$ cat config.mk
export PLATFORM = sky130hd
export DESIGN_NAME = uart_transmitter_top
export DESIGN_NICKNAME = d
export VERILOG_FILES = /design/src/rtl/uart_transmitter_top.sv
export SDC_FILE = /design/constraint.sdc
export NUM_CORES = 1
export LEC_CHECK = 0
export CORE_UTILIZATION = 55
export DETAILED_ROUTE_END_ITERATION = 6
export PLACE_DENSITY = 0.82
export SYNTH_ARGS = -nofsm -noshare
export SYNTH_HDL_FRONTEND = slang
export SYNTH_SLANG_ARGS = --single-unit
$ cat constraint.sdc
create_clock -name clk -period 4.3 [get_ports clk]
set_input_delay 0.645 -clock clk [delete_from_list [all_inputs] [get_ports clk]]
set_output_delay 0.645 -clock clk [all_outputs]
set_load 0.03 [all_outputs]
$ cat src/rtl/uart_transmitter_top.sv
// UART transmitter: serialises one byte per accepted request into a start/data/parity/stop frame.
// Bit timing comes from a per-rate tick divider and OVERSAMPLE ticks per bit period.
module uart_transmitter_top #(
  parameter int unsigned DIV0       = 800,
  parameter int unsigned DIV1       = 400,
  parameter int unsigned DIV2       = 200,
  parameter int unsigned DIV3       = 100,
  parameter int unsigned OVERSAMPLE = 16
) (
  input  logic       clk,
  input  logic       reset,
  input  logic       tx_start,
  input  logic [7:0] data_in,
  input  logic [5:0] config_reg,
  output logic       tx,
  output logic       tx_busy,
  output logic       tx_done
);

  localparam int unsigned Max01  = (DIV0 > DIV1) ? DIV0 : DIV1;
  localparam int unsigned Max23  = (DIV2 > DIV3) ? DIV2 : DIV3;
  localparam int unsigned DivMax = (Max01 > Max23) ? Max01 : Max23;
  localparam int unsigned DivW   = (DivMax > 1) ? $clog2(DivMax) : 1;
  localparam int unsigned TickW  = (OVERSAMPLE > 1) ? $clog2(OVERSAMPLE) : 1;

  localparam logic [2:0] IDLE   = 3'd0;
  localparam logic [2:0] START  = 3'd1;
  localparam logic [2:0] DATA   = 3'd2;
  localparam logic [2:0] PARITY = 3'd3;
  localparam logic [2:0] STOP   = 3'd4;

  logic [2:0]      state_q, state_d;
  logic [7:0]      data_q;
  logic            bits8_q, stop2_q;
  logic [1:0]      par_q, bd_q;
  logic [DivW-1:0] div_cnt_q, div_cnt_d;
  logic [TickW-1:0] tick_cnt_q, tick_cnt_d;
  logic [2:0]      bit_idx_q, bit_idx_d;
  logic            stop_cnt_q, stop_cnt_d;
  logic            tx_q, tx_d;
  logic            busy_q, busy_d;
  logic            done_q, done_d;
  logic            load;

  logic [DivW-1:0] div_last;
  logic            tick, bit_end;
  logic [7:0]      data_mask;
  logic            par_en, par_bit;
  logic [2:0]      last_idx, next_idx;

  always_comb begin
    unique case (bd_q)
      2'b00:   div_last = DivW'(DIV0 - 1);
      2'b01:   div_last = DivW'(DIV1 - 1);
      2'b10:   div_last = DivW'(DIV2 - 1);
      default: div_last = DivW'(DIV3 - 1);
    endcase
  end

  assign tick      = (div_cnt_q == div_last);
  assign bit_end   = tick && (tick_cnt_q == TickW'(OVERSAMPLE - 1));
  assign data_mask = bits8_q ? data_q : {1'b0, data_q[6:0]};
  // 2'b11 is treated as "no parity", same as 2'b00
  assign par_en    = par_q[1] ^ par_q[0];
  assign par_bit   = par_q[1] ? (^data_mask) : ~(^data_mask);
  assign last_idx  = bits8_q ? 3'd7 : 3'd6;
  assign next_idx  = bit_idx_q + 3'd1;

  always_comb begin
    state_d    = state_q;
    tx_d       = tx_q;
    busy_d     = busy_q;
    done_d     = 1'b0;
    div_cnt_d  = div_cnt_q;
    tick_cnt_d = tick_cnt_q;
    bit_idx_d  = bit_idx_q;
    stop_cnt_d = stop_cnt_q;
    load       = 1'b0;

    if (state_q != IDLE) begin
      if (tick) begin
        div_cnt_d  = '0;
        tick_cnt_d = bit_end ? '0 : tick_cnt_q + TickW'(1);
      end else begin
        div_cnt_d = div_cnt_q + DivW'(1);
      end
    end

    unique case (state_q)
      IDLE: begin
        tx_d       = 1'b1;
        busy_d     = 1'b0;
        div_cnt_d  = '0;
        tick_cnt_d = '0;
        bit_idx_d  = '0;
        stop_cnt_d = 1'b0;
        if (tx_start) begin
          load    = 1'b1;
          state_d = START;
          tx_d    = 1'b0;
          busy_d  = 1'b1;
        end
      end
      START: begin
        if (bit_end) begin
          state_d = DATA;
          tx_d    = data_q[0];
        end
      end
      DATA: begin
        if (bit_end) begin
          if (bit_idx_q == last_idx) begin
            state_d = par_en ? PARITY : STOP;
            tx_d    = par_en ? par_bit : 1'b1;
          end else begin
            bit_idx_d = next_idx;
            tx_d      = data_q[next_idx];
          end
        end
      end
      PARITY: begin
        if (bit_end) begin
          state_d = STOP;
          tx_d    = 1'b1;
        end
      end
      STOP: begin
        if (bit_end) begin
          if (stop2_q && !stop_cnt_q) begin
            stop_cnt_d = 1'b1;
          end else begin
            state_d = IDLE;
            busy_d  = 1'b0;
            done_d  = 1'b1;
            tx_d    = 1'b1;
          end
        end
      end
      default: begin
        state_d = IDLE;
        tx_d    = 1'b1;
        busy_d  = 1'b0;
      end
    endcase
  end

  always_ff @(posedge clk or posedge reset) begin
    if (reset) begin
      state_q    <= IDLE;
      tx_q       <= 1'b1;
      busy_q     <= 1'b0;
      done_q     <= 1'b0;
      div_cnt_q  <= '0;
      tick_cnt_q <= '0;
      bit_idx_q  <= '0;
      stop_cnt_q <= 1'b0;
    end else begin
      state_q    <= state_d;
      tx_q       <= tx_d;
      busy_q     <= busy_d;
      done_q     <= done_d;
      div_cnt_q  <= div_cnt_d;
      tick_cnt_q <= tick_cnt_d;
      bit_idx_q  <= bit_idx_d;
      stop_cnt_q <= stop_cnt_d;
    end
  end

  // Shadow copies of the request; frozen for the whole frame
  always_ff @(posedge clk or posedge reset) begin
    if (reset) begin
      data_q  <= '0;
      bits8_q <= 1'b0;
      stop2_q <= 1'b0;
      par_q   <= '0;
      bd_q    <= '0;
    end else if (load) begin
      data_q  <= data_in;
      bits8_q <= config_reg[5];
      stop2_q <= config_reg[4];
      par_q   <= config_reg[3:2];
      bd_q    <= config_reg[1:0];
    end
  end

  assign tx      = tx_q;
  assign tx_busy = busy_q;
  assign tx_done = done_q;

endmodule

==> summary.md <==
The run finished with clean final reports. Max-cap violations in this run came to 0. The number of diodes added for antenna fixing is 0, and the post-CTS setup repair buffer count is 0. For the initial antenna violation count, the log shows 0. For this design the top-level I/O count stands at 20. Clock-pin slew was measured on the worst setup and hold paths at 80 ps. The type of destination of the critical path is a register. The synthesized net count is 226. The floorplan step defined a core boundary enclosing 3690 sq um. The mapped cell area was 2130 sq um; the post-route setup TNS was 0 ps.

The time the worst path needs with I/O delays and setup is 2420 ps. Synthesis handed over a netlist of 202 instances. The die is 64.2 um wide. The run gives 0.347 mV as the highest ir drop seen on vdd. Average cell area after synthesis: 10.5 sq um. The first global-routing pass estimated 6700 um of wire. The floorplan step defined a die boundary enclosing 4120 sq um. For the pin with the worst max-slew slack, the measured transition is 755 ps. The tools report the starting density of the core as 0.577. After synthesis, the cell types taking the most area are sky130_fd_sc_hd__dfrtp_1 44%, sky130_fd_sc_hd__mux2_2 7.4%, sky130_fd_sc_hd__xnor2_1 5.3%. Row generation in the floorplan step produced 22 rows.

The required time at the worst-slack endpoint was 4480 ps. The run gives 1440 as the number of global-route vias before repair. TritonCTS built the clock tree.

The logs give 3880 um for the routed wire length and 13.5 ps for the worst clock skew on the final layout. The signal arrival time at the worst endpoint was 2600 ps; the deepest level of the CTS H-tree was 2. The logs give 0 for the number of gates resized after CTS and 0 for the number of max-slew violations in the final report.

Using the TritonRoute via totals, the vias-per-cell ratio works out to 5.70. Relative to the synthesized area, the layout overhead comes to 17.5%. The cell taking the most area after synthesis was sky130_fd_sc_hd__dfrtp_1. The tools report the part of the Yosys area used for sequential elements as 0.447.

For this run, the number of Yosys warnings is 0. The library cell used as clock root buffer is sky130_fd_sc_hd__clkbuf_8. Achievable frequency: 0.413 GHz. After legalization and detailed placement, the total HPWL measured 2730 um.

For the global-route usage over all layers, the log shows 0.213. The logs give 100 for the number of design-rule violations left by the first detailed-router iteration and 1546 for the vias after detailed routing. The share of the clock period used by the worst path was 0.562. Detailed-route DRC error count: 0. Setup repair after global routing left no endpoint under its margin. CTS saw 38 sinks.

By startpoint and endpoint, the worst setup path is classified as register to register. The share of Yosys cell area claimed by the top area cell type was 0.435. The number of endpoints with negative hold slack in the final report came out at 0. Counting the buffers created by CTS gives 5. The net count of the finished layout is 246. The setup check on the worst reg-to-reg path leaves a slack of 1880 ps. The top cell types in the final layout, fill and taps aside, are 37 x sky130_fd_sc_hd__dfrtp_1, 20 x sky130_fd_sc_hd__nor2_1, 19 x sky130_fd_sc_hd__clkdlybuf4s50_1.

The maximum fanout along the worst path was 17; the fraction of final layout cells with drive strength greater than 1 was 0.139. The worst min-delay path class was register to register. The final routed wire length divided by cell count was 14.3 um; the residual overflow from global routing was 0. Counting along the longest clock path gives a buffer depth of 2. The clock latency reported for the late side of the worst-skew pair is 300 ps. STA classifies the critical path startpoint as a register. Setup violations remaining at the end of the flow were counted as 0. In this run the remaining antenna-violating nets after routing total 0. The synthesis-stage register bit count works out to 38.

Total power for the finished layout comes to 0.00153 W. Final weighted congestion in routability-driven placement: 0.814. Leading cell type in the layout, fill and taps excluded: sky130_fd_sc_hd__dfrtp_1. The run gives 0.497 as the max-slew headroom at the worst pin. Entering global routing, the biggest net connects 39 pins.

The floorplan die height works out to 64.2 um. The number of I/O port buffers was 19. Yosys mapped the design onto 47 distinct sky130hd cell types. The logs give 1.11 nW for the static leakage and 4 for the count of TritonRoute iterations in the first routing pass.

After clock tree synthesis, the flow added hold-fix buffers numbering 0. For this design the ratio of total power to cell area is 613 nW/um^2.
## final cells by class
class / instances / area, sq um
repair buffers: 20 / 198
multi-input cells: 148 / 1110
clock inverters: 2 / 60.1
clock buffers: 6 / 82.6
well taps: 48 / 60.1
inverters: 9 / 33.8
fillers: 292 / 1190
flip-flops and latches: 38 / 952
## state kept, by name, summed over array words and instances, names as in the netlist, 2 cells and up
| name | cells |
|---|---|
| div_cnt_q | 10 |
| data_q | 8 |
| tick_cnt_q | 4 |
| bit_idx_q | 3 |
| state_q | 3 |
| bd_q | 2 |
| par_q | 2 |
## cell usage after synthesis, drive strengths merged
master / number
dfstp: 1
or4: 2
xor2: 7
nand2b: 2
a211o: 1
nand4b: 1
o221ai: 1
nand2: 14
mux2: 15
and3: 5
o41ai: 1
and2: 2
o211a: 1
nor3: 6
o31a: 1
o21a: 1
nor4: 3
nor2: 20
mux4: 2
a2bb2oi: 1
clkbuf: 5
o21ai: 6
nand3: 12
and4b: 1
o31ai: 2
inv: 9
a21oi: 4
or3: 2
a21o: 1
xnor3: 1
o211ai: 1
ha: 7
o21bai: 3
xnor2: 13
nand4: 2
nand3b: 1
mux2i: 2
dfrtp: 37
o311ai: 2
buf: 2
or2: 1
nor2b: 1
## cell families after synthesis
group | share of synthesized area
simple gates | 0.183
flops | 0.447
compound gates | 0.0958
xor+xnor | 0.0929
mux | 0.110
buf+inv | 0.0294
fa+ha+maj | 0.0412
## path summary, 6_finish.rpt
kind,startpoint,endpoint,cells after the start
max in group asynchronous,reset,tx$_DFFE_PP1P_,3
max,state_q[2]$_DFFE_PP0P_,data_q[5]$_DFFE_PP0P_,3
min in group asynchronous,reset,bit_idx_q[0]$_DFFE_PP0P_,3
min reg2reg,div_cnt_q[0]$_DFF_PP0_,div_cnt_q[0]$_DFF_PP0_,1
max reg2reg,state_q[2]$_DFFE_PP0P_,data_q[5]$_DFFE_PP0P_,3
min,div_cnt_q[0]$_DFF_PP0_,div_cnt_q[0]$_DFF_PP0_,1
## metal layers
| layer | vias to the layer above | share of wire | GRT usage |
|---|---|---|---|
| li1 | 750 | - | - |
| met4 | 0 | 0.0090 | 0.103 |
| met5 | - | 0 | 0 |
| met3 | 3 | 0.043 | 0.0464 |
| met1 | 758 | 0.48 | 0.305 |
| met2 | 35 | 0.46 | 0.303 |
## metrics by stage
stage / instances / setup WS [ps] / hold WS [ps] / area [sq um] / utilization
finish: 271 / 1880 / 486 / 2500 / 0.678
floorplan: 202 / 2210 / 455 / 2130 / -
detailed placement: 263 / 1940 / 479 / 2360 / 0.639
global route: 271 / 1760 / 523 / 2500 / 0.678
global placement: 263 / 1980 / 475 / 2360 / 0.639
CTS: 271 / 1910 / 489 / 2500 / 0.678
## critical path, stage by stage, from the launching register on
cell and delay, ps:
sky130_fd_sc_hd__dfrtp_1 520, sky130_fd_sc_hd__nor3_1 650, sky130_fd_sc_hd__and2_1 720, sky130_fd_sc_hd__mux2_2 410
## where the power goes
part / internal (W) / switching (W)
clock: 0.000248 / 0.000130
combinational: 0.000292 / 0.000253
sequential: 0.000481 / 0.000129
total: 0.00102 / 0.000511
Power figures use the tool's default switching activity.
